`src/rtl/load_store_ctrl_pkg.sv`:
```
// -----------------------------------------------------------------------------
// load_store_pkg
// Shared types and helpers for the data-memory load/store sequencer.
//   state_e          : sequencer states
//   SZ_WORD/HALF/BYTE: access size encodings (2'b11 is treated as a word)
//   is_misaligned()  : natural-alignment check for a request
// -----------------------------------------------------------------------------
package load_store_pkg;

  typedef enum logic [2:0] {
    S_IDLE,
    S_RD_WAIT,
    S_CAPTURE,
    S_WRITE,
    S_EXC
  } state_e;

  localparam logic [1:0] SZ_WORD = 2'b00;
  localparam logic [1:0] SZ_HALF = 2'b01;
  localparam logic [1:0] SZ_BYTE = 2'b10;

  // Words (and the 2'b11 alias) need both offset bits clear, halves need
  // bit 0 clear, bytes are always aligned.
  function automatic logic is_misaligned(input logic [1:0] size,
                                         input logic [1:0] offset);
    logic bad;
    case (size)
      SZ_HALF: bad = offset[0];
      SZ_BYTE: bad = 1'b0;
      default: bad = (offset != 2'b00);
    endcase
    return bad;
  endfunction

endpackage

```
`src/rtl/load_store_ctrl_store_merge.sv`:
```
// -----------------------------------------------------------------------------
// store_merge
// Combinational lane merge for sub-word stores (little-endian lanes).
// Ports:
//   old_word in  32  word read back from memory
//   wdata    in  32  store data; low half/byte used for sub-word sizes
//   size     in  2   access size (SZ_WORD / SZ_HALF / SZ_BYTE, 11 = word)
//   offset   in  2   byte offset addr[1:0]
//   new_word out 32  word to write back
// -----------------------------------------------------------------------------
module store_merge
  import load_store_pkg::*;
(
  input  logic [31:0] old_word,
  input  logic [31:0] wdata,
  input  logic [1:0]  size,
  input  logic [1:0]  offset,
  output logic [31:0] new_word
);

  // NOTE: every output of a combinational block gets a default before the
  // case, otherwise an uncovered branch infers a latch.
  always_comb begin
    new_word = old_word;
    case (size)
      SZ_HALF: begin
        if (offset[1]) new_word[31:16] = wdata[15:0];
        else           new_word[15:0]  = wdata[15:0];
      end
      SZ_BYTE: new_word[{offset, 3'b000} +: 8] = wdata[7:0];
      default: new_word = wdata;
    endcase
  end

endmodule

```
`src/rtl/load_store_ctrl.sv`:
```
// -----------------------------------------------------------------------------
// load_store_ctrl
// Multi-cycle sequencer for lw/lh/lb and sw/sh/sb. Issues a word-aligned
// address, waits MEM_LATENCY cycles, then captures load data into the MDR or
// writes (read-modify-write for sub-word stores) back to memory.
//
// Optional feature: define LOAD_SIGN_EXT_EN to add the load_signed input; a
// signed half/byte load is then sign-extended here and load_ctrl forced to 00.
//
// Ports:
//   clk         in  1   system clock
//   reset       in  1   synchronous, active-low reset
//   start       in  1   request pulse, accepted only in IDLE
//   is_store    in  1   1 = store, 0 = load
//   size        in  2   00 word, 01 half, 10 byte, 11 word
//   addr        in  32  byte address
//   wdata       in  32  store data
//   load_signed in  1   (LOAD_SIGN_EXT_EN only) signed sub-word load
//   mem_rdata   in  32  data memory read word
//   mem_addr    out 32  word-aligned address
//   mem_wdata   out 32  data to memory (valid while mem_wr)
//   mem_wr      out 1   memory write strobe
//   mdr_data    out 32  lane-shifted read word (valid while mdr_we)
//   mdr_we      out 1   MDR load enable
//   load_ctrl   out 2   size control to load-extension unit (held)
//   busy        out 1   not IDLE
//   done        out 1   completion pulse
//   misaligned  out 1   alignment-exception pulse
// -----------------------------------------------------------------------------
module load_store_ctrl
  import load_store_pkg::*;
#(
  parameter int MEM_LATENCY = 1
) (
  input  logic        clk,
  input  logic        reset,
  input  logic        start,
  input  logic        is_store,
  input  logic [1:0]  size,
  input  logic [31:0] addr,
  input  logic [31:0] wdata,
`ifdef LOAD_SIGN_EXT_EN
  input  logic        load_signed,
`endif
  input  logic [31:0] mem_rdata,
  output logic [31:0] mem_addr,
  output logic [31:0] mem_wdata,
  output logic        mem_wr,
  output logic [31:0] mdr_data,
  output logic        mdr_we,
  output logic [1:0]  load_ctrl,
  output logic        busy,
  output logic        done,
  output logic        misaligned
);

  // Wide enough to hold MEM_LATENCY-1.
  localparam int CW = (MEM_LATENCY > 1) ? $clog2(MEM_LATENCY) : 1;
  localparam logic [CW-1:0] CNT_INIT = CW'(MEM_LATENCY - 1);

  state_e        state_q, state_d;
  logic [31:0]   addr_q, wdata_q, hold_q, merged, shifted;
  logic [1:0]    size_q, load_ctrl_q, cap_ctrl, size_norm;
  logic          store_q;
  logic [CW-1:0] cnt_q;
`ifdef LOAD_SIGN_EXT_EN
  logic          signed_q;
`endif

  assign size_norm = (size == 2'b11) ? SZ_WORD : size;
  assign mem_addr  = {addr_q[31:2], 2'b00};

  store_merge u_store_merge (
    .old_word (hold_q),
    .wdata    (wdata_q),
    .size     (size_q),
    .offset   (addr_q[1:0]),
    .new_word (merged)
  );

  // NOTE: sequential state is written with non-blocking assignments only, so
  // every register samples the pre-edge values regardless of statement order.
  always_ff @(posedge clk) begin
    if (!reset) begin
      state_q     <= S_IDLE;
      addr_q      <= '0;
      wdata_q     <= '0;
      size_q      <= SZ_WORD;
      store_q     <= 1'b0;
      cnt_q       <= '0;
      hold_q      <= '0;
      load_ctrl_q <= 2'b00;
`ifdef LOAD_SIGN_EXT_EN
      signed_q    <= 1'b0;
`endif
    end else begin
      state_q <= state_d;
      if (state_q == S_IDLE && start) begin
        addr_q   <= addr;
        wdata_q  <= wdata;
        size_q   <= size_norm;
        store_q  <= is_store;
`ifdef LOAD_SIGN_EXT_EN
        signed_q <= load_signed;
`endif
      end
      // Counter is loaded on entry to RD_WAIT and counts down to zero there.
      if (state_q != S_RD_WAIT && state_d == S_RD_WAIT)
        cnt_q <= CNT_INIT;
      else if (state_q == S_RD_WAIT && cnt_q != '0)
        cnt_q <= cnt_q - 1'b1;
      // Old word for the read-modify-write merge, taken as RD_WAIT ends.
      if (state_q == S_RD_WAIT && cnt_q == '0)
        hold_q <= mem_rdata;
      if (state_q == S_CAPTURE)
        load_ctrl_q <= cap_ctrl;
    end
  end

  always_comb begin
    state_d    = state_q;
    mem_wdata  = '0;
    mem_wr     = 1'b0;
    mdr_data   = '0;
    mdr_we     = 1'b0;
    load_ctrl  = load_ctrl_q;
    cap_ctrl   = size_q;
    busy       = (state_q != S_IDLE);
    done       = 1'b0;
    misaligned = 1'b0;
    shifted    = mem_rdata >> {addr_q[1:0], 3'b000};

    case (state_q)
      S_IDLE: begin
        if (start) begin
          if (is_misaligned(size_norm, addr[1:0])) state_d = S_EXC;
          else if (!is_store)                      state_d = S_RD_WAIT;
          else if (size_norm == SZ_WORD)           state_d = S_WRITE;
          else                                     state_d = S_RD_WAIT;
        end
      end
      S_RD_WAIT: begin
        if (cnt_q == '0) state_d = store_q ? S_WRITE : S_CAPTURE;
      end
      S_CAPTURE: begin
        mdr_we   = 1'b1;
        done     = 1'b1;
        mdr_data = shifted;
`ifdef LOAD_SIGN_EXT_EN
        // Sign-extend here and tell the extension unit to pass through.
        if (signed_q && size_q == SZ_HALF) begin
          mdr_data = {{16{shifted[15]}}, shifted[15:0]};
          cap_ctrl = SZ_WORD;
        end else if (signed_q && size_q == SZ_BYTE) begin
          mdr_data = {{24{shifted[7]}}, shifted[7:0]};
          cap_ctrl = SZ_WORD;
        end
`endif
        load_ctrl = cap_ctrl;
        state_d   = S_IDLE;
      end
      S_WRITE: begin
        mem_wr    = 1'b1;
        mem_wdata = merged;
        done      = 1'b1;
        state_d   = S_IDLE;
      end
      S_EXC: begin
        misaligned = 1'b1;
        state_d    = S_IDLE;
      end
      default: state_d = S_IDLE;
    endcase
  end

endmodule

```
`config.mk`:
```
export PLATFORM = sky130hd
export DESIGN_NAME = load_store_ctrl
export DESIGN_NICKNAME = d
export VERILOG_FILES = /design/src/rtl/load_store_ctrl_pkg.sv /design/src/rtl/load_store_ctrl_store_merge.sv /design/src/rtl/load_store_ctrl.sv
export SDC_FILE = /design/constraint.sdc
export NUM_CORES = 1
export LEC_CHECK = 0
export BUFFER_PORTS_ARGS = -buffer_cell sky130_fd_sc_hd__clkbuf_2
export CELL_PAD_IN_SITES_DETAIL_PLACEMENT = 2
export CELL_PAD_IN_SITES_GLOBAL_PLACEMENT = 2
export CORE_ASPECT_RATIO = 0.9
export CORE_MARGIN = 2
export CORE_UTILIZATION = 30
export DETAILED_ROUTE_END_ITERATION = 12
export MAX_ROUTING_LAYER = met4
export PLACE_DENSITY = 0.95
export REMOVE_ABC_BUFFERS = 1
export SYNTH_ARGS = -nofsm -noshare
export SYNTH_HDL_FRONTEND = slang
export SYNTH_SLANG_ARGS = --single-unit
```
`constraint.sdc`:
```
create_clock -name clk -period 6.1 [get_ports clk]
set_input_delay 1.22 -clock clk [delete_from_list [all_inputs] [get_ports clk]]
set_output_delay 1.22 -clock clk [all_outputs]
set_load 0.02 [all_outputs]
```
# [Yosys cells after proc, flatten, opt, wreduce, memory -nomap -nowiden]
# Index checks and enable logic that the tools add are counted.
[op_classes] bitwise=2 mux=22 eq_ne=11 n_addsub=2 n_shift=3 reduce_logical=10
[ops] operator="$mux W32" count=2
[ops] operator="$pmux W32 S2" count=1
[ops] operator="$bwmux W32" count=1
[ops] operator="$mux W16" count=2
[ops] operator="$shift A8 B7 Y32 const A" count=1
[ops] operator="$shiftx A8 B7 Y32" count=1
[ops] operator="$shr A32 B5 Y32" count=1
[ops] operator="$mux W3" count=3
[ops] operator="$mux W2" count=4
[ops] operator="$mux W1" count=7
[ops] operator="$neg A5 Y7" count=1
[ops] operator="$eq A2 B2 Y1 const B" count=3
[ops] operator="$eq A3 B1 Y1 const B" count=2
[ops] operator="$eq A3 B2 Y1 const B" count=2
[ops] operator="$pmux W3 S2" count=1
[ops] operator="$eq A2 B1 Y1 const B" count=2
[ops] operator="$logic_and A1 B1 Y1" count=4
[ops] operator="$reduce_or A2 Y1" count=2
[ops] operator="$eq A3 B3 Y1 const B" count=1
[ops] operator="$logic_not A3 Y1" count=1
[ops] operator="$ne A3 B1 Y1 const B" count=1
[ops] operator="$reduce_bool A3 Y1" count=1
[ops] operator="$logic_not A2 Y1" count=1
[ops] operator="$not A1 Y1" count=2
[ops] operator="other kinds (3)" count=3
[totals] output_inout_bits=103 input_bits=102 regBits=105

# [Logic depth before layout (Yosys ltp)]
# Gate-level depths: netlist of run 1.
[logic_depth] word_depth=12 mapped_depth=8

# [Cells and area by module]
# A second synthesis of run 1 with hierarchy kept.
[hier_totals] cells_unflattened=789 hier_area_um2=6231.0
[modules_own_cells] module="load_store_ctrl" area_each_um2=5043.6 seq_area_each_um2=2102.0 n_inst=1 cells_per_inst=626
[modules_own_cells] module="store_merge" area_each_um2=1187.4 seq_area_each_um2=0.0 n_inst=1 cells_per_inst=163

# [Least setup slack after synthesis of run 1]
# No wires, ideal clock.
[synth_path] kind="flip-flop to output port" startpoint="register addr_q[1]" endpoint="output mem_wdata[31]" path_buffers=2 path_stages_with_launch=8 t_arrival_ns=2.023 setup_slack_ns=2.857 required_time_ns=4.880 cell_sequence="dfxtp_1 > buf_2 > inv_1 > ha_1 > and4b_1 > buf_2 > nand2_1 > a221oi_1"
[synth_via] elab_chain_cells=5 word_cells_on_any_way=7
[synth_rtl] item="start, declared" line="load_store_ctrl.sv:62" rtl="logic [31:0] addr_q, wdata_q, hold_q, merged, shifted;"
[synth_rtl] item="start signal, assigned" line="load_store_ctrl.sv:99" rtl="addr_q <= addr;"
[synth_rtl] item="$neg A5 Y7" line="load_store_ctrl_store_merge.sv:30" rtl="SZ_BYTE: new_word[{offset, 3'b000} +: 8] = wdata[7:0];"
[synth_rtl] item="$shiftx A8 B7 Y32 / $shift A8 B7 Y32 (equally long branches)" line="load_store_ctrl_store_merge.sv:30"
[synth_rtl] item="$bwmux W32" line="load_store_ctrl_store_merge.sv:30"
[synth_rtl] item="$pmux W32 S2 *" line="load_store_ctrl_store_merge.sv:25" rtl="case (size)"
[synth_rtl] item="$mux W32 *" line="load_store_ctrl.sv:133" rtl="case (state_q)"
[synth_rtl] item="end, declared" line="load_store_ctrl.sv:47" rtl="output logic [31:0] mem_wdata,"
# Mark *: on every way between the ends. The rest lies on a longest branch, timed or not.

# [Final worst setup path of run 1]
[layout_path] startpoint="register addr_q[1]" endpoint="output mem_wdata[18]"
# Same word-level chain as after synthesis.

==> results of run 1 <==
==> layout make-up <==
class                           count  area [sq um]  area share
Sequential cell                   105          2100       0.300
Inverter                           19          71.3      0.0102
Multi-Input combinational cell    535          3120       0.446
Clock inverter                      5          85.1      0.0121
Clock buffer                       11           243      0.0346
Antenna cell                        1          2.50    0.000357
Timing Repair Buffer              210          1070       0.153
Tap cell                          250           313      0.0446
==> where the power goes <==
part	total (uW)	internal [uW]	switching [uW]
Combinational	330	118	213
Sequential	771	730	40.6
Clock	658	375	284
Total	1760	1220	537
==> logic make-up after synthesis <==
logic type,count (synthesis),synth area share
simple gates,314,0.232
other cells,1,0.000647
flops,105,0.363
mux,27,0.0496
fa+ha+maj,10,0.0216
buf+inv,107,0.100
compound gates,182,0.233
==> worst min-delay path, cell delays in order, from the launching register on <==
cell,delay (ns)
dfxtp_1,0.31
nand2_1,0.06
a21boi_1,0.05
==> state kept, by name (all words and copies together) (netlist names) <==
| register | flops |
|---|---|
| cap_ctrl | 2 |
| state_q | 3 |
| addr_q | 32 |
| hold_q | 32 |
| cnt_q | 1 |
| wdata_q | 32 |
| store_q | 1 |
| load_ctrl_q | 2 |
==> how the worst max path moves through the flow <==
| stage | to | slack, ns | depth (start not counted) |
|---|---|---|---|
| 6_report | mem_wdata[18] | 1.76 | 7 |
| 2_1_floorplan | mem_wdata[24] | 2.08 | 5 |
| 3_3_place_gp | mem_wdata[18] | 2.34 | 7 |
| 3_5_place_dp | mem_wdata[18] | 2.15 | 7 |
| 5_1_grt | mem_wdata[18] | 1.49 | 7 |
| 4_1_cts | mem_wdata[18] | 1.73 | 7 |
==> synth_stat cells (9+ instances only) <==
cell type  instances
nand2_1          218
dfxtp_1          105
a21boi_0          60
a21boi_1          40
buf_4             38
nor2_1            31
clkbuf_1          29
a221oi_1          25
inv_1             18
nor2b_1           18
a211oi_1          17
buf_2             17
mux2i_1           16
and2_1            13
a21oi_1           11
ha_1              10
mux2_2            10
o21ai_0            9
==> layer usage <==
metal  wire, um  vias to the layer above  global-route usage
met5          0                        -                   -
met4        268                        0              0.0503
met3       1420                       19              0.0500
met2      11300                      152               0.398
met1       9400                     2860               0.264
li1           -                     2741                   -
==> metrics by stage <==
stage | std cells | total power [uW]
after floorplan | 659 | 961
after CTS | 1135 | 1780
after global routing | 1136 | 1840
final | 1136 | 1760
after global placement | 1119 | 1100
after detailed placement | 1119 | 1120
==> impl_metrics.yaml, run 1 <==
yosys:
  yosys_warnings: 0
  synth-seq-cells: 105
  syn_inst: 746
  yosys.area.top_type: "dfxtp_1"
  synth_edf_count: 0
  synth_area_sq_um: 5800
  avgSynthCellArea_sq_um: 7.77
  synth_cell_types: 41
  async_reset_ff_frac: 0
  ys.flop_type: "dfxtp_1"
  ys_seq_area_frac: 0.363
  synth.top_cell.area_share: 0.363
  synthTopCellsByArea: "dfxtp_1, nand2_1, a21boi_0"
timing:
  grt_setup_unrepaired: "no"
  relSlewSlack: 0.371
  hold_viol_final: 0
  fin_skew_ns: 0.0112
  fin_ws_ns: 1.76
  fin_crit_ns: 4.34
  finalCritPeriodShare: 0.711
  fmax_mhz: 230
  tightest_slew_ns: 0.943
  timing.setup.tns_ns: 0
  whs_ns: 0.465
  setup_viol: 0
  maxSlewViolCount: 0
worst_setup_path:
  slowest_delay_ns: 0.78
  worstSetupEndpointType: "output pin"
  r2r-start: "state_q[0]"
  r2r_cells: 5
  required_ns: 4.88
  crit_path_start: "addr_q[1]"
  r2r_end: "addr_q[0]"
  critical_path_class: "flop to output pin"
  critPathLaunchType: "flop"
  worst-path-buf-inv: 2
  r2r_slack_ns: 3.95
  arrival_ns: 3.12
  crit_chain: "inv_1 -> ha_1 -> nand3b_1 -> o21ai_1 -> a221oi_1 -> nor3_1 -> clkbuf_2"
  critPathMaxFanout: 17
  crit_family: "compound AO/OA/AOI/OAI gates"
  cp_slowest_cell: "dfxtp_1"
power_and_ir_drop:
  vdd_drop_max_v: 0.000133
  power_leakage_uw: 0.00296
  p_per_area_nw_per_um2: 251
routing:
  viasPerCell: 5.08
  postRouteAntennaNets: 0
  drtPass1Iterations: 4
  routed_wl_um: 22400
  drc_errors: 0
  routedWlPerCell_um: 19.7
  drt_iter0_drc: 250
  vias: 5772
hold_path:
  hp-start: "hold_q[10]"
  min_to: "hold_q[10]"
  hp-class: "flop to flop"
  hold_depth: 2
die:
  io_pins: 205
  core_area_sq_um: 19000
  core.rowCount: 48
  initial_utilization: 0.304
  die_height_um: 136
  die_x_um: 151
  dieArea_sq_um: 20500
global_route:
  antenna_found_initial: 1
  overflow: 0
  grt_pass1_wl_um: 34500
  grt_max_degree: 106
  grt.total_usage: 0.227
  grt_pass1_vias: 6287
clock_network:
  ctsHoldBuffers: 0
  cts_root_buf: "clkbuf_16"
  clock_sinks: 105
  clock_tree.buffer_depth: 2
  numCtsBuffers: 9
  clock_latency_ns: 0.36
  cts_resized: 0
  cts_tree: "yes"
  clk_pin_slew_ns: 0.07
  cts_setup_buffers: 0
  htreeDepth: 3
cells_and_area:
  layout_commonest_cell: "nand2_1"
  fin_area_sq_um: 7010
  fill_cells: 2263
  finalNetCount: 992
  post-route-util: 0.368
  areaGrowthSynthToFinish_pct: 21.0
  drive_gt1_frac: 0.277
  layout_common_cells: "nand2_1, clkbuf_2, dfxtp_1"
place:
  gp_congestion: 0.837
  dp_hpwl_um: 16600
  port_buffers: 202
  placedInstanceArea_sq_um: 6680
  place_ws_ns: 2.15
flow_run:
  max-cap-violations: 0
status:
  run_status: "completed"
Power figures use the tool's default switching activity.
==> inputs of run 2 (changes only) <==
--- a/config.mk
+++ b/config.mk
@@ -10,10 +10,10 @@
 export CELL_PAD_IN_SITES_GLOBAL_PLACEMENT = 2
 export CORE_ASPECT_RATIO = 0.9
 export CORE_MARGIN = 2
-export CORE_UTILIZATION = 30
+export CORE_UTILIZATION = 25
 export DETAILED_ROUTE_END_ITERATION = 12
 export MAX_ROUTING_LAYER = met4
-export PLACE_DENSITY = 0.95
+export PLACE_DENSITY = 0.86
 export REMOVE_ABC_BUFFERS = 1
 export SYNTH_ARGS = -nofsm -noshare
 export SYNTH_HDL_FRONTEND = slang
==> constraint.sdc (replaced) <==
create_clock -name clk -period 3.5 [get_ports clk]
set_input_delay 0.7 -clock clk [delete_from_list [all_inputs] [get_ports clk]]
set_output_delay 0.7 -clock clk [all_outputs]
set_load 0.02 [all_outputs]
==> run 2 against run 1 <==
Clock power rose by 70%; critical path type unchanged; global-route usage decreased by 3.5 points; largest power group unchanged; combinational power up 75%; critical endpoint is now mem_wdata[21]; via count decreased by 0.10%; sequential power grew 74%; final area up 1.5%; largest cell class unchanged; critical path depth is the same; highest routed layer unchanged.
==> impl_metrics.yaml, run 2 (synthesis gave the netlist of run 1 again) <==
status:
  run_status: "completed"
global_route:
  grt_pass1_wl_um: 34800
  grt_max_degree: 63
  grt.total_usage: 0.192
  overflow: 0
  antenna_found_initial: 0
  grt_pass1_vias: 6125
die:
  die_height_um: 148
  core_area_sq_um: 22600
  io_pins: 205
  core.rowCount: 52
  initial_utilization: 0.256
  dieArea_sq_um: 24400
  die_x_um: 165
timing:
  relSlewSlack: 0.467
  fmax_mhz: 302
  finalCritPeriodShare: 0.947
  maxSlewViolCount: 0
  grt_setup_unrepaired: "no"
  tightest_slew_ns: 0.796
  fin_skew_ns: 0.00932
  whs_ns: 0.462
  setup_viol: 0
  fin_crit_ns: 3.31
  hold_viol_final: 0
routing:
  drt_iter0_drc: 237
  routed_wl_um: 22800
  drc_errors: 0
  postRouteAntennaNets: 0
  met1Wirelength_um: 10000
  drtPass1Iterations: 4
  wl_met3_um: 1480
  routedWlPerCell_um: 19.2
  wl_met2_um: 11000
  vias: 5766
  highest_layer: "met4"
  viasPerCell: 4.85
power_and_ir_drop:
  power_leakage_uw: 0.00298
  vdd_drop_max_v: 0.000205
  p_per_area_nw_per_um2: 427
clock_network:
  cts_resized: 0
  ctsHoldBuffers: 0
  clock_sinks: 105
  cts_tree: "yes"
  htreeDepth: 3
  numCtsBuffers: 9
  cts_setup_buffers: 0
  clk_pin_slew_ns: 0.08
  clock_latency_ns: 0.36
  clock_tree.buffer_depth: 2
  cts_root_buf: "clkbuf_16"
worst_setup_path:
  critPathMaxFanout: 8
  required_ns: 2.80
  worstSetupEndpointType: "output pin"
  critPathLaunchType: "flop"
  critical_path_class: "flop to output pin"
  arrival_ns: 2.61
cells_and_area:
  fill_cells: 2722
  layout_common_cells: "nand2_1, clkbuf_2, dfxtp_1"
  top_regs: "addr_q x32, hold_q x32, wdata_q x32"
  areaGrowthSynthToFinish_pct: 22.8
  post-route-util: 0.314
  drive_gt1_frac: 0.283
  layout_commonest_cell: "nand2_1"
  antenna_cells_inserted: 0
  finalNetCount: 998
place:
  dp_hpwl_um: 17400
  port_buffers: 202
  gp_congestion: 0.838
hold_path:
  hp-class: "flop to flop"
flow_run:
  max-cap-violations: 0
## run 2: changes by cell type in the layout (fill, tap and decap cells not counted)
cell and delta:
buf_2 +1, clkinvlp_4 +3, clkbuf_8 -1, diode_2 -1, clkbuf_1 -1, clkbuf_2 -1, buf_4 +5, clkinv_2 +1
inv_6 -2, buf_12 +1
## run 2: worst max-delay path: stages, from the launching register on
cell and delay (ns):
dfxtp_1 0.46, inv_1 0.16, ha_1 0.37, nand3b_1 0.14, o21ai_1 0.48, a221oi_1 0.17, nor3_1 0.24, clkbuf_2 0.22
## run 2: layout make-up
class | count | area [sq um] | area share
Timing Repair Buffer | 216 | 1130 | 0.159
Inverter | 19 | 71.3 | 0.0100
Multi-Input combinational cell | 535 | 3120 | 0.439
Sequential cell | 105 | 2100 | 0.295
Tap cell | 297 | 372 | 0.0522
Clock inverter | 7 | 95.1 | 0.0134
Clock buffer | 9 | 225 | 0.0316
## run 2: path summary, 6_finish.rpt
path	from	to	slack, ns	depth (start not counted)
worst min register to register	hold_q[6]	hold_q[6]	0.46	2
worst min-delay path	hold_q[6]	hold_q[6]	0.46	2
worst max register to register	state_q[0]	wdata_q[4]	1.55	5
worst max-delay path	addr_q[0]	mem_wdata[21]	0.19	7
## run 2: through the flow
stage	TNS, ns	area (sq um)	setup slack, ns	std cells	power, uW
2_1_floorplan	-0.00125	5290	-0.000157	659	1670
3_3_place_gp	0	6800	0.640	1172	1920
3_5_place_dp	0	6800	0.597	1172	1950
4_1_cts	0	7120	0.194	1188	3090
5_1_grt	0	7120	0.00947	1188	3190
6_report	0	7120	0.186	1188	3040
## run 2: report_power, final
group	internal, uW	switching (uW)	leakage, uW	total (uW)
Sequential	1270	69.1	0.000859	1340
Combinational	209	369	0.00198	578
Clock	626	492	0.000144	1120
## run 2: per-layer routing
metal / track usage / vias up
met1: 0.232 / 2812
met4: 0.0426 / 0
met2: 0.323 / 170
met5: - / -
li1: - / 2759
met3: 0.0474 / 25
==> inputs of run 3 (changes only) <==
--- a/config.mk
+++ b/config.mk
@@ -6,14 +6,14 @@
 export NUM_CORES = 1
 export LEC_CHECK = 0
 export BUFFER_PORTS_ARGS = -buffer_cell sky130_fd_sc_hd__clkbuf_2
-export CELL_PAD_IN_SITES_DETAIL_PLACEMENT = 2
-export CELL_PAD_IN_SITES_GLOBAL_PLACEMENT = 2
+export CELL_PAD_IN_SITES_DETAIL_PLACEMENT = 1
+export CELL_PAD_IN_SITES_GLOBAL_PLACEMENT = 1
 export CORE_ASPECT_RATIO = 0.9
 export CORE_MARGIN = 2
-export CORE_UTILIZATION = 25
+export CORE_UTILIZATION = 32
 export DETAILED_ROUTE_END_ITERATION = 12
 export MAX_ROUTING_LAYER = met4
-export PLACE_DENSITY = 0.86
+export PLACE_DENSITY = 0.85
 export REMOVE_ABC_BUFFERS = 1
 export SYNTH_ARGS = -nofsm -noshare
 export SYNTH_HDL_FRONTEND = slang
==> run 3 against run 2 <==
Worst setup slack got worse by 0.079 ns; final cell count decreased by 4.9%; sequential cell count unchanged; maximum frequency decreased by 2.3%; final area decreased by 1.8%; critical path depth decreased by 1; first-iteration DRC count increased by 28%; via count decreased by 1.8%; global-route usage increased by 1.2 points; critical endpoint is now mem_wdata[15]; largest power group unchanged; highest routed layer unchanged.
==> impl_metrics.yaml, run 3 (synthesis gave the netlist of run 1 again) <==
status:
  run_status: "completed"
global_route:
  grt_max_degree: 41
  gr-usage-met2: 0.332
  grt.total_usage: 0.203
  grt.met1_usage: 0.256
  top_usage_layer: "met2"
  grt_pass1_vias: 5602
  overflow: 0
  antenna_found_initial: 0
  grt_pass1_wl_um: 30200
  gr-usage-met3: 0.0455
timing:
  setup_viol: 0
  maxSlewViolCount: 0
  fin_ws_ns: 0.107
  fin_skew_ns: 0.00761
  grt_setup_unrepaired: "no"
  tightest_slew_ns: 0.797
  finalCritPeriodShare: 0.969
  hold_viol_final: 0
  relSlewSlack: 0.467
  fin_crit_ns: 3.39
  fmax_mhz: 295
cells_and_area:
  fill_cells: 2225
  antenna_cells_inserted: 0
  drive_gt1_frac: 0.283
  finalNetCount: 997
  layout_commonest_cell: "nand2_1"
  top_regs: "addr_q x32, hold_q x32, wdata_q x32"
  layout_common_cells: "nand2_1, clkbuf_2, dfxtp_1"
  stdcell_count: 1130
  areaGrowthSynthToFinish_pct: 20.6
  post-route-util: 0.396
routing:
  postRouteAntennaNets: 0
  drc_errors: 0
  drtPass1Iterations: 4
  drt_iter0_drc: 303
  routedWlPerCell_um: 17.1
  vias: 5665
  routed_wl_um: 19300
  viasPerCell: 5.01
worst_setup_path:
  worstSetupEndpointType: "output pin"
  critical_path_class: "flop to output pin"
  critPathLaunchType: "flop"
  arrival_ns: 2.69
  required_ns: 2.80
  r2r-start: "state_q[1]"
  critPathMaxFanout: 34
  crit_path_start: "addr_q[1]"
clock_network:
  numCtsBuffers: 9
  clock_sinks: 105
  ctsHoldBuffers: 0
  cts_tree: "yes"
  htreeDepth: 3
  clock_tree.buffer_depth: 2
  clk_pin_slew_ns: 0.07
  cts_root_buf: "clkbuf_16"
  clock_latency_ns: 0.36
power_and_ir_drop:
  vdd_drop_max_v: 0.000232
  p_per_area_nw_per_um2: 412
  power_leakage_uw: 0.00297
place:
  place_ws_ns: 0.454
  dp_hpwl_um: 14600
  place_inst: 1114
  gp_congestion: 0.845
  port_buffers: 202
flow_run:
  max-cap-violations: 0
die:
  initial_utilization: 0.328
  dieArea_sq_um: 19200
  core_area_sq_um: 17700
  core.rowCount: 46
  die_height_um: 132
  die_x_um: 146
  io_pins: 205
hold_path:
  hp-class: "flop to flop"
  hp-start: "hold_q[7]"
run 3: cell count changes in the layout (fill, tap and decap cells not counted):
| cell | delta |
|---|---|
| bufinv_16 | -2 |
| clkinvlp_4 | -2 |
| buf_12 | -1 |
| buf_2 | -1 |
| clkbuf_2 | +1 |
| clkbuf_8 | +1 |
| clkinv_2 | +1 |
| clkinv_4 | +1 |
| inv_6 | +1 |
| o21ai_1 | -1 |
| o21ai_2 | +1 |
run 3: metrics by stage:
stage	area [sq um]	total power, uW	hold WS [ns]	TNS [ns]
after floorplan	5290	1670	0.432	-0.00125
after global routing	6990	3030	0.480	0
after CTS	6990	2920	0.462	0
after detailed placement	6710	1930	0.451	0
after global placement	6710	1910	0.445	0
final	6990	2880	0.458	0
run 3: worst paths after layout:
path	to	slack, ns	cells after the start
worst max-delay path	mem_wdata[15]	0.11	6
worst min register to register	hold_q[7]	0.46	2
worst min-delay path	hold_q[7]	0.46	2
worst max register to register	addr_q[4]	1.66	5
run 3: cell type report:
| class | instances | area (sq um) | area share |
|---|---|---|---|
| timing repair buffer | 215 | 1110 | 0.159 |
| clock buffer | 10 | 239 | 0.0342 |
| clock inverter | 6 | 42.5 | 0.00608 |
| tap | 240 | 300 | 0.0429 |
| inverter | 19 | 71.3 | 0.0102 |
| sequential | 105 | 2100 | 0.301 |
| multi-input combinational | 535 | 3130 | 0.447 |
run 3: power by group:
group | internal (uW) | leakage [uW] | switching, uW
combinational | 208 | 0.00197 | 355
clock | 504 | 0.000135 | 479
sequential | 1270 | 0.000859 | 62.1
total | 1980 | 0.00297 | 897
run 3: what timing repair did:
action | CTS | global route
resized for setup | 0 | 1
endpoints found under the setup margin | 0 | 6
hold endpoints to repair | 0 | 0
buffers inserted | 0 | 0
run 3: metal layers:
layer  wire length, um  vias to the layer above  part of all wire
met5                 0                        -                 0
met4               259                        0             0.013
met3              1060                       19             0.055
met2              9110                      169              0.47
met1              8900                     2723              0.46
li1                  -                     2754                 -
run 3: worst max-delay path, cell delays in order (launching register included):
cell       delay, ns
dfxtp_1         0.48
buf_4           0.45
nand2_1         0.18
o21ai_1         0.47
a22oi_1         0.22
o2bb2ai_1       0.31
clkbuf_2        0.23
